## src/rtl/trig_ddr2_pkg.sv

```systemverilog
// Shared definitions for the trigger-sample DDR2 line writer.
// Holds the MI port geometry, the fill-buffer state encoding and the
// byte-enable helper used for full and partially filled lines.
package trig_ddr2_pkg;

    localparam int MI_LINE_BYTES  = 16;
    localparam int MI_ADDR_W      = 36;
    localparam int MI_DATA_W      = 128;
    localparam int MI_BE_W        = 16;
    localparam int WORDS_PER_LINE = 4;

    typedef enum logic [1:0] {
        ST_IDLE      = 2'd0,
        ST_FILL      = 2'd1,
        ST_FULL_WAIT = 2'd2
    } fill_state_e;

    // Byte enables for a line holding 'cnt' words; word k owns bits [4k:4k+3].
    function automatic logic [0:MI_BE_W-1] word_be(input logic [2:0] cnt);
        logic [0:MI_BE_W-1] be;
        be = {MI_BE_W{1'b0}};
        for (int k = 0; k < WORDS_PER_LINE; k++) begin
            be[4*k +: 4] = (3'(k) < cnt) ? 4'hF : 4'h0;
        end
        return be;
    endfunction

endpackage

```

## src/rtl/trig_ddr2_line_packer.sv

```systemverilog
// 32->128 fill buffer for the DDR2 line writer.
// Ports:
//   clk, rst_n   : clock, async active-low reset
//   push         : a sample word is accepted this cycle
//   push_data    : the accepted word
//   pop          : the line (including this cycle's push) moves out this edge
//   full         : buffer holds 4 words and is waiting for the request register
//   merged_cnt   : word count including this cycle's push
//   merged_line  : line contents including this cycle's push, unfilled words 0
//   merged_be    : byte enables matching merged_cnt
module trig_ddr2_line_packer
    import trig_ddr2_pkg::*;
(
    input  logic                 clk,
    input  logic                 rst_n,
    input  logic                 push,
    input  logic [31:0]          push_data,
    input  logic                 pop,
    output logic                 full,
    output logic [2:0]           merged_cnt,
    output logic [0:MI_DATA_W-1] merged_line,
    output logic [0:MI_BE_W-1]   merged_be
);

    logic [31:0] word_r [WORDS_PER_LINE];
    logic [2:0]  fill_cnt_r;
    logic [2:0]  cnt_next_s;
    logic        push_ok_s;
    fill_state_e state_r;
    fill_state_e state_s;

    // Merge the incoming word into the current line so a line can leave on the same edge.
    always_comb begin
        push_ok_s  = push && (fill_cnt_r != 3'd4);
        merged_cnt = fill_cnt_r + {2'b00, push_ok_s};
        for (int k = 0; k < WORDS_PER_LINE; k++) begin
            merged_line[32*k +: 32] = (push_ok_s && (fill_cnt_r[1:0] == 2'(k))) ? push_data : word_r[k];
        end
        merged_be  = word_be(merged_cnt);
        if (pop) begin
            cnt_next_s = 3'd0;
        end else begin
            cnt_next_s = merged_cnt;
        end
    end

    // Fill-state next-state decode from the post-edge word count.
    always_comb begin
        state_s = ST_IDLE;
        case (cnt_next_s)
            3'd0:             state_s = ST_IDLE;
            3'd1, 3'd2, 3'd3: state_s = ST_FILL;
            3'd4:             state_s = ST_FULL_WAIT;
            default:          state_s = ST_IDLE;
        endcase
    end

    // Fill-state register.
    always_ff @(posedge clk or negedge rst_n) begin
        if (!rst_n) begin
            state_r <= ST_IDLE;
        end else begin
            state_r <= state_s;
        end
    end

    assign full = (state_r == ST_FULL_WAIT);

    // Word storage; cleared on pop so a partial line carries zeros in unfilled slots.
    always_ff @(posedge clk or negedge rst_n) begin
        if (!rst_n) begin
            fill_cnt_r <= 3'd0;
            for (int k = 0; k < WORDS_PER_LINE; k++) begin
                word_r[k] <= 32'd0;
            end
        end else if (pop) begin
            fill_cnt_r <= 3'd0;
            for (int k = 0; k < WORDS_PER_LINE; k++) begin
                word_r[k] <= 32'd0;
            end
        end else if (push_ok_s) begin
            word_r[fill_cnt_r[1:0]] <= push_data;
            fill_cnt_r              <= merged_cnt;
        end else begin
            fill_cnt_r <= fill_cnt_r;
        end
    end

endmodule

```

## src/rtl/trig_ddr2_line_writer.sv

```systemverilog
// Packs 32-bit trigger samples into 128-bit lines and writes them through the
// PPC440 DDR2 MI port into a ring buffer. One request register sits behind the
// fill buffer so packing of the next line overlaps the outstanding request.
// Ports:
//   mc_mibclk, mi_mcreset_n : clock, async active-low reset
//   arm, flush              : accept-enable level, partial-line flush pulse
//   smp_data/valid/ready    : sample stream handshake
//   mi_mc*                  : MI write request (address, data, byte enables)
//   mc_miaddrreadytoaccept  : controller takes the request this cycle
//   lines_written, wrapped, flush_done, busy : status
module trig_ddr2_line_writer
    import trig_ddr2_pkg::*;
#(
    parameter logic [31:0] C_BUF_BASEADDR   = 32'h0100_0000,
    parameter logic [31:0] C_BUF_HIGHADDR   = 32'h01FF_FFFF,
    parameter int          C_CNT_WIDTH      = 24,
    parameter logic        C_FORCE_CONFLICT = 1'b0
) (
    input  logic                   mc_mibclk,
    input  logic                   mi_mcreset_n,
    input  logic                   arm,
    input  logic                   flush,
    input  logic [31:0]            smp_data,
    input  logic                   smp_valid,
    output logic                   smp_ready,
    output logic                   mi_mcaddressvalid,
    output logic [0:MI_ADDR_W-1]   mi_mcaddress,
    output logic                   mi_mcbankconflict,
    output logic                   mi_mcrowconflict,
    output logic [0:MI_BE_W-1]     mi_mcbyteenable,
    output logic [0:MI_DATA_W-1]   mi_mcwritedata,
    output logic                   mi_mcreadnotwrite,
    output logic                   mi_mcwritedatavalid,
    input  logic                   mc_miaddrreadytoaccept,
    output logic [C_CNT_WIDTH-1:0] lines_written,
    output logic                   wrapped,
    output logic                   flush_done,
    output logic                   busy
);

    localparam logic [31:0] ADDR_STEP = 32'(MI_LINE_BYTES);
    localparam logic [31:0] WRAP_ADDR = C_BUF_HIGHADDR - (ADDR_STEP - 32'd1);

    logic                   full_s;
    logic [2:0]             merged_cnt_s;
    logic [0:MI_DATA_W-1]   merged_line_s;
    logic [0:MI_BE_W-1]     merged_be_s;
    logic                   push_s, pop_s, accept_s, req_free_s;
    logic                   flush_active_s, done_s, req_valid_next_s;
    logic [31:0]            next_addr_s;

    logic                   req_valid_r;
    logic [0:MI_ADDR_W-1]   req_addr_r;
    logic [0:MI_DATA_W-1]   req_data_r;
    logic [0:MI_BE_W-1]     req_be_r;
    logic [31:0]            addr_r;
    logic                   wrapped_r, flush_pending_r, flush_done_r, busy_r;
    logic [C_CNT_WIDTH-1:0] lines_r;

    trig_ddr2_line_packer u_packer (
        .clk         (mc_mibclk),
        .rst_n       (mi_mcreset_n),
        .push        (push_s),
        .push_data   (smp_data),
        .pop         (pop_s),
        .full        (full_s),
        .merged_cnt  (merged_cnt_s),
        .merged_line (merged_line_s),
        .merged_be   (merged_be_s)
    );

    assign smp_ready = arm & ~(full_s & req_valid_r) & ~flush_pending_r;

    // Handshake, line transfer and flush-completion decisions.
    always_comb begin
        push_s           = smp_valid & smp_ready;
        accept_s         = req_valid_r & mc_miaddrreadytoaccept;
        req_free_s       = ~req_valid_r | accept_s;
        flush_active_s   = flush | flush_pending_r;
        // A full line, or any non-empty line under flush, moves when the request slot frees.
        pop_s            = req_free_s & ((merged_cnt_s == 3'd4) |
                                         (flush_active_s & (merged_cnt_s != 3'd0)));
        // Flush completes once nothing is left to pack and the last request is leaving.
        done_s           = flush_active_s & (merged_cnt_s == 3'd0) & req_free_s;
        req_valid_next_s = pop_s | (req_valid_r & ~accept_s);
        if (addr_r == WRAP_ADDR) begin
            next_addr_s = C_BUF_BASEADDR;
        end else begin
            next_addr_s = addr_r + ADDR_STEP;
        end
    end

    // Request register; a line loaded on an acceptance edge already uses the advanced address.
    always_ff @(posedge mc_mibclk or negedge mi_mcreset_n) begin
        if (!mi_mcreset_n) begin
            req_valid_r <= 1'b0;
            req_addr_r  <= {MI_ADDR_W{1'b0}};
            req_data_r  <= {MI_DATA_W{1'b0}};
            req_be_r    <= {MI_BE_W{1'b0}};
        end else if (pop_s) begin
            req_valid_r <= 1'b1;
            req_addr_r  <= {4'h0, (accept_s ? next_addr_s : addr_r)};
            req_data_r  <= merged_line_s;
            req_be_r    <= merged_be_s;
        end else if (accept_s) begin
            req_valid_r <= 1'b0;
        end else begin
            req_valid_r <= req_valid_r;
        end
    end

    // Ring address, wrap flag and saturating line counter advance on acceptance.
    always_ff @(posedge mc_mibclk or negedge mi_mcreset_n) begin
        if (!mi_mcreset_n) begin
            addr_r    <= C_BUF_BASEADDR;
            wrapped_r <= 1'b0;
            lines_r   <= {C_CNT_WIDTH{1'b0}};
        end else if (accept_s) begin
            addr_r <= next_addr_s;
            if (addr_r == WRAP_ADDR) begin
                wrapped_r <= 1'b1;
            end
            if (lines_r != {C_CNT_WIDTH{1'b1}}) begin
                lines_r <= lines_r + C_CNT_WIDTH'(1);
            end
        end else begin
            addr_r <= addr_r;
        end
    end

    // Flush tracking and registered status outputs.
    always_ff @(posedge mc_mibclk or negedge mi_mcreset_n) begin
        if (!mi_mcreset_n) begin
            flush_pending_r <= 1'b0;
            flush_done_r    <= 1'b0;
            busy_r          <= 1'b0;
        end else begin
            flush_pending_r <= flush_active_s & ~done_s;
            flush_done_r    <= done_s;
            busy_r          <= (~pop_s & (merged_cnt_s != 3'd0)) | req_valid_next_s;
        end
    end

    assign mi_mcaddressvalid   = req_valid_r;
    assign mi_mcwritedatavalid = req_valid_r;
    assign mi_mcaddress        = req_addr_r;
    assign mi_mcwritedata      = req_data_r;
    assign mi_mcbyteenable     = req_be_r;
    assign mi_mcreadnotwrite   = 1'b0;
    assign mi_mcbankconflict   = C_FORCE_CONFLICT;
    assign mi_mcrowconflict    = C_FORCE_CONFLICT;
    assign lines_written       = lines_r;
    assign wrapped             = wrapped_r;
    assign flush_done          = flush_done_r;
    assign busy                = busy_r;

endmodule
```

## config.mk

```make
export PLATFORM = sky130hd
export DESIGN_NAME = trig_ddr2_line_writer
export DESIGN_NICKNAME = d
export VERILOG_FILES = /design/src/rtl/trig_ddr2_pkg.sv /design/src/rtl/trig_ddr2_line_packer.sv /design/src/rtl/trig_ddr2_line_writer.sv
export SDC_FILE = /design/constraint.sdc
export NUM_CORES = 1
export LEC_CHECK = 0
export BUFFER_PORTS_ARGS = -buffer_cell sky130_fd_sc_hd__clkbuf_2
export CAP_MARGIN = 20
export CORE_UTILIZATION = 56
export DETAILED_ROUTE_END_ITERATION = 8
export MAX_ROUTING_LAYER = met4
export PLACE_DENSITY = 0.86
export SLEW_MARGIN = 20
export SYNTH_ARGS = -nofsm -noshare
export SYNTH_HDL_FRONTEND = slang
export SYNTH_SLANG_ARGS = --single-unit
export TNS_END_PERCENT = 50
```

## constraint.sdc

```tcl
create_clock -name mc_mibclk -period 4.05 [get_ports mc_mibclk]
set_input_delay 0.405 -clock mc_mibclk [delete_from_list [all_inputs] [get_ports mc_mibclk]]
set_output_delay 0.405 -clock mc_mibclk [all_outputs]
set_load 0.02 [all_outputs]
```

Word level (Yosys, flattened, before mapping). Index checks and enable logic that the tools add are counted.

Bitwise gates (word level): 24. Reductions and logical operators: 14. Order comparisons: 6. Eq/ne operators: 12. Add/sub/neg operators: 3. Muxes and demuxes: 21.

Operators by type and width (count): $mux 128 (2); $mux 32 (7); $bwmux 128 (1); $demux 32 s2 (1); $add 32x5->32 const B (1); $eq 32x25->1 const B (1); $add 24x1->24 const B (1); $ne 24x24->1 const B (1); $mux 4 (4); $and 1x1->1 (12); $mux 3 (3); $eq 2x2->1 const B (3); $eq 3x2->1 const B (2); $eq 3x3->1 const B (2); $logic_and 1x1->1 (6); $lt 1x3->1 const A (2); $lt 2x3->1 const A (2); $not 1->1 (6); $or 1x1->1 (5); $pmux 2 s2 (1); $reduce_and 2->1 (2); $reduce_bool 2->1 (2); $add 3x1->3 (1); $eq 3x1->1 const B (1); other kinds (10) (11).

Bits in registers: 370. Output and inout port bits: 213. Input port bits: 38.

Longest topological paths before layout.
Depth after elaboration: 16. Gate-level depth with buffers: 14. Mapped depth without buffers: 10.

Modules after synthesis. A second synthesis with hierarchy kept.

Cells, all modules: 1444. Area total of the unflattened synthesis: 15437.3 um2.

By module, submodules not included: trig_ddr2_line_writer (area each 9424.0 um2, cells each 982, sequential area each 5931.9 um2, times used 1); trig_ddr2_line_packer (area each 6013.3 um2, cells each 462, sequential area each 3328.2 um2, times used 1).

Worst setup path after synthesis. OpenSTA, ideal clock, no wires.

Path type: flip-flop to flip-flop. Start point: register req_valid_r (netlist: mi_mcaddressvalid). End point: register req_be_r (netlist bit mi_mcbyteenable[12]). Clock period less this slack: 2.972 ns. Buffers on the path: 4. Setup slack: 1.078 ns. Cell stages (with the launch flop): 15. Data arrival time: 2.835 ns. Setup time: 0.137 ns. Path through: dfrtp_1 > nand3b_1 > nand3_1 > a21oi_1 > ha_1 > ha_1 > nor2_1 > mux2_2 > nand2b_1 > buf_4 > buf_4 > buf_2 > buf_4 > nand2_1 > o21ai_0.

Longest elaborated chain between the ends: 11.

Ends and longest elaborated chain: start, declared (line trig_ddr2_line_writer.sv:52) `logic req_valid_r;`; start signal, assigned (line trig_ddr2_line_writer.sv:108) `req_valid_r <= req_valid_r;`; $and 1x1->1 (line trig_ddr2_line_writer.sv:72) `assign smp_ready = arm & ~(full_s & req_valid_r) & ~flush_pending_r;`; $not 1->1 (line trig_ddr2_line_writer.sv:72); $and 1x1->1 (2 in a row) (line trig_ddr2_line_writer.sv:72); $and 1x1->1 (line trig_ddr2_line_writer.sv:76) `push_s = smp_valid & smp_ready;`; $logic_and 1x1->1 (line trig_ddr2_line_packer.sv:34) `push_ok_s = push && (fill_cnt_r != 3'd4);`; $add 3x1->3 (line trig_ddr2_line_packer.sv:35) `merged_cnt = fill_cnt_r + {2'b00, push_ok_s};`; $reduce_bool 3->1 (line trig_ddr2_line_writer.sv:82) `(flush_active_s & (merged_cnt_s != 3'd0)));`; $and 1x1->1 (line trig_ddr2_line_writer.sv:82); $or 1x1->1 (line trig_ddr2_line_writer.sv:81) `pop_s = req_free_s & ((merged_cnt_s == 3'd4) |`; $and 1x1->1 (line trig_ddr2_line_writer.sv:81); end signal, assigned (line trig_ddr2_line_writer.sv:99) `req_be_r <= {MI_BE_W{1'b0}};`; end signal, assigned (line trig_ddr2_line_writer.sv:104) `req_be_r <= merged_be_s;`; end, declared (line trig_ddr2_line_writer.sv:55) `logic [0:MI_BE_W-1] req_be_r;`.

Several ways; a longest one is shown, not always the timed one. A chain may end at the register's enable or synchronous reset.

Worst setup path in the final report.
Start point: register req_valid_r (netlist: mi_mcaddressvalid). End point: register req_data_r (netlist bit mi_mcwritedata[52]).

Longest elaborated chain between the ends: 11.

Ends and longest elaborated chain: $and 1x1->1 (line trig_ddr2_line_writer.sv:72); $not 1->1 (line trig_ddr2_line_writer.sv:72); $and 1x1->1 (2 in a row) (line trig_ddr2_line_writer.sv:72); $and 1x1->1 (line trig_ddr2_line_writer.sv:76); $logic_and 1x1->1 (line trig_ddr2_line_packer.sv:34); $add 3x1->3 (line trig_ddr2_line_packer.sv:35); $reduce_bool 3->1 (line trig_ddr2_line_writer.sv:82); $and 1x1->1 (line trig_ddr2_line_writer.sv:82); $or 1x1->1 (line trig_ddr2_line_writer.sv:81); $and 1x1->1 (line trig_ddr2_line_writer.sv:81); end signal, assigned (line trig_ddr2_line_writer.sv:98) `req_data_r <= {MI_DATA_W{1'b0}};`; end signal, assigned (line trig_ddr2_line_writer.sv:103) `req_data_r <= merged_line_s;`; end, declared (line trig_ddr2_line_writer.sv:54) `logic [0:MI_DATA_W-1] req_data_r;`.

Several ways; a longest one is shown, not always the timed one.

==> results.toml <==
[timing]
grt_setup_unrepaired = "no"
finClkSkew_ns = 0.01253
hold_viol = 0
worstMarginPinSlew_ns = 1.030
slew_viol_final = 0
tns_ns = 0
period_needed_ns = 3.281
finalCritPeriodShare_pct = 81.01
max_slew_margin_pct = 31.15
setup_viol = 0
fmax_ghz = 0.3048

[yosys]
yosysMostFrequentCell = "dfrtp_1"
yosysUniqueCellTypes = 50
synthTopCellsByArea = "dfrtp_1, mux2i_1, nand2_1"
synthCells = 1264
yosysWarnings = 0
avgSynthCellArea_um2 = 11.33
synth_area_um2 = 14320
synthArstFlopShare_pct = 100.0
yosys.area.top_type_share_pct = 62.40
synth_edf_count = 0
synth_ff_type = "dfrtp_1"
synth_seq_cells = 358
synth_common_cells = "dfrtp_1, nand2_1, nor2_1"
yosys.area.top_type = "dfrtp_1"
ys_seq_area_share_pct = 62.59

[placement]
gp_congestion = 0.9154
hpwlAfterDp_um = 20830
dp.cells = 1762
place_area_um2 = 15660
io_buffers = 243

[setup_path]
arrival_ns = 3.69
critPathMaxStageDelay_ns = 0.44
worstSetupEndpointType = "flip-flop"
critPathLaunch = "mi_mcaddressvalid"
worst-r2r-setup-slack_ns = 0.77
cp_common_cell = "ha_1"
cp_num_buf_inv = 2
cp_max_fo = 88
cp-endpoint = "mi_mcwritedata[52]"
path_cells = "buf_4 -> nand3b_1 -> nand3_1 -> a21oi_1 -> ha_1 -> ha_1 -> nor2_1 -> mux2_2 -> nand2b_4 -> buf_12 -> o21ai_0"
path_class = "reg -> reg"
crit_required_ns = 4.46
crit_family = "simple AND/OR/NAND/NOR gates"
cp_slowest_cell = "nand2b_4"
start_kind = "flip-flop"
worst-r2r-cell-count = 11
crit_cells = 11
reg2reg_to = "mi_mcwritedata[52]"
r2r-start = "mi_mcaddressvalid"

[floorplanning]
die_area_um2 = 26210
start_util_pct = 57.02
die_h_um = 161.9
io_pins = 251
dieWidth_um = 161.9
core-area_um2 = 25110
rows = 58

[clocking]
ctsHoldBuffers = 1
clock_path_buffers = 3
cts_setup_buffers = 0
clk_latency_ns = 0.51
cts.clk_slew.worst_paths_ns = 0.06
cts_resized = 0
clock-root-buffer = "clkbuf_16"
cts_sinks = 358
htree_levels = 2
cts_buffers = 37
cts_tree = "yes"

[global_route]
grt_max_degree = 111
grt_use_met2_pct = 41.40
grt_pass1_vias = 10180
grt_use_met1_pct = 34.04
grt_first_pass_wirelength_um = 52880
overflow = 0
grt_usage_pct = 26.21
antenna_found_initial = 0
busiest_layer = "met2"
gr-usage-met3_pct = 5.235

[finish]
instances_no_fill = 1830
diodes = 0
nets = 1514
synthToLayoutAreaGrowth_pct = 18.12
layout-drive-gt1-share_pct = 23.13
stdcell_area_um2 = 16910

[pwr]
total_power_uw = 11810
power_density_nw_per_um2 = 698.6
swShare_pct = 36.14
clockPowerShare_pct = 29.0
seqPwrFrac_pct = 41.7
p_leak_uw = 0.008871
ir_drop_v = 0.0005847
pwr-share-comb_pct = 29.3
power.switching_uw = 4270
power.internal_uw = 7544

[detailed_routing]
drtIter0Drc = 1023
wirelength_um = 32480
vias = 10150
drt-vias-per-instance = 5.547
dr.pass1.iters = 8
postRouteAntennaNets = 0
drc = 0
drt-wirelength-per-cell_um = 17.75

[worst_hold_path]
holdPathStages = 3
holdCritPathClass = "in -> reg"
min_from = "flush"

[job]
max_cap_viol_count = 0

[run_status]
status = "complete, no violations"
[layer usage]
layer	routed length [um]	up-vias
met5	0	-
met4	943	0
met3	2032	84
met2	15740	387
met1	13770	5031
li1	-	4649
[cells in the final DEF (no fill, tap or decap), types with 2 or more instances in the layout]
cell type	netlist	final
dfrtp_1	357	357
clkbuf_2	1	242
nand2_1	184	184
nor2_1	158	158
o21ai_0	136	136
mux2i_1	129	129
clkbuf_16	0	39
xnor2_1	24	24
xor2_1	22	22
mux2_2	20	20
nand3_1	19	19
nor3_1	14	14
nand4_1	13	13
and3_1	13	12
nor4_1	11	11
clkbuf_1	23	9
a21oi_1	7	7
conb_1	1	7
clkinv_2	0	7
buf_12	0	7
clkbuf_8	0	6
buf_4	32	6
and4_1	5	5
nand2b_1	6	5
inv_1	5	5
a31oi_1	5	5
and2_1	4	4
o31ai_1	4	4
ha_1	4	4
nand3b_1	3	3
a21o_1	3	3
bufinv_16	0	3
nor2b_1	3	2
or4_1	2	2
[cells by family after synthesis]
kind of cell | after synthesis | synth area share [%]
DFF | 358 | 62.59
and+or+nand+nor | 448 | 13.93
muxes | 149 | 10.59
buffers and inverters | 99 | 3.810
other | 1 | 0.02619
AOI/OAI and AO/OA | 159 | 5.891
adders and majority gates | 4 | 0.3496
xor gates and xnor gates | 46 | 2.814
[sequential cells by signal (all words and copies together) (netlist names)]
signal and flops:
addr_r 32, wrapped 1, mi_mcaddressvalid 1, u_packer.state_r 2, flush_pending_r 1, lines_written 24
u_packer.fill_cnt_r 3, busy 1, flush_done 1, mi_mcbyteenable 4, u_packer.word_r 128, mi_mcaddress 32
mi_mcwritedata 128
[worst min-delay path by stage]
stage                       endpoint  slack, ns
after global placement     addr_r[3]       0.39
after global routing      flush_done       0.20
final                     flush_done       0.19
after CTS                 flush_done       0.18
after floorplan            addr_r[0]       0.11
after detailed placement   addr_r[2]       0.40
[power groups by stage]
| stage | Clock [uW] | Combinational, uW | Sequential [uW] |
|---|---|---|---|
| 3_5_place_dp | 0 | 3470 | 4960 |
| 4_1_cts | 3490 | 3490 | 4920 |
| 5_1_grt | 3640 | 3830 | 5010 |
| 3_3_place_gp | 0 | 3370 | 4920 |
| 6_report | 3430 | 3460 | 4920 |
| 2_1_floorplan | 0 | 1810 | 5470 |
[layout make-up]
type	instances	area [um^2]
Clock inverter	13	150.1
Fill cell	1770	8199
Multi-Input combinational cell	813	4855
Tap cell	330	412.9
Clock buffer	54	1092
Timing Repair Buffer	257	1421
Sequential cell	358	8960
Inverter	5	18.77
[through the flow]
step	hold slack, ns	utilization [%]	worst slack, ns
after floorplan	0.1094	-	1.078
after global placement	0.3891	62.36	0.8882
after detailed placement	0.3951	62.36	0.7275
after CTS	0.1797	67.35	0.7405
after global routing	0.2007	67.35	0.4310
final	0.1940	67.35	0.7690
[worst reg2reg max path, stage by stage (launching register included)]
cell      delay (ns)
dfrtp_1         0.37
buf_4           0.18
nand3b_1        0.12
nand3_1         0.16
a21oi_1         0.16
ha_1            0.16
ha_1            0.27
nor2_1          0.23
mux2_2          0.41
nand2b_4        0.45
buf_12          0.37
o21ai_0         0.30
Power figures use the tool's default switching activity.
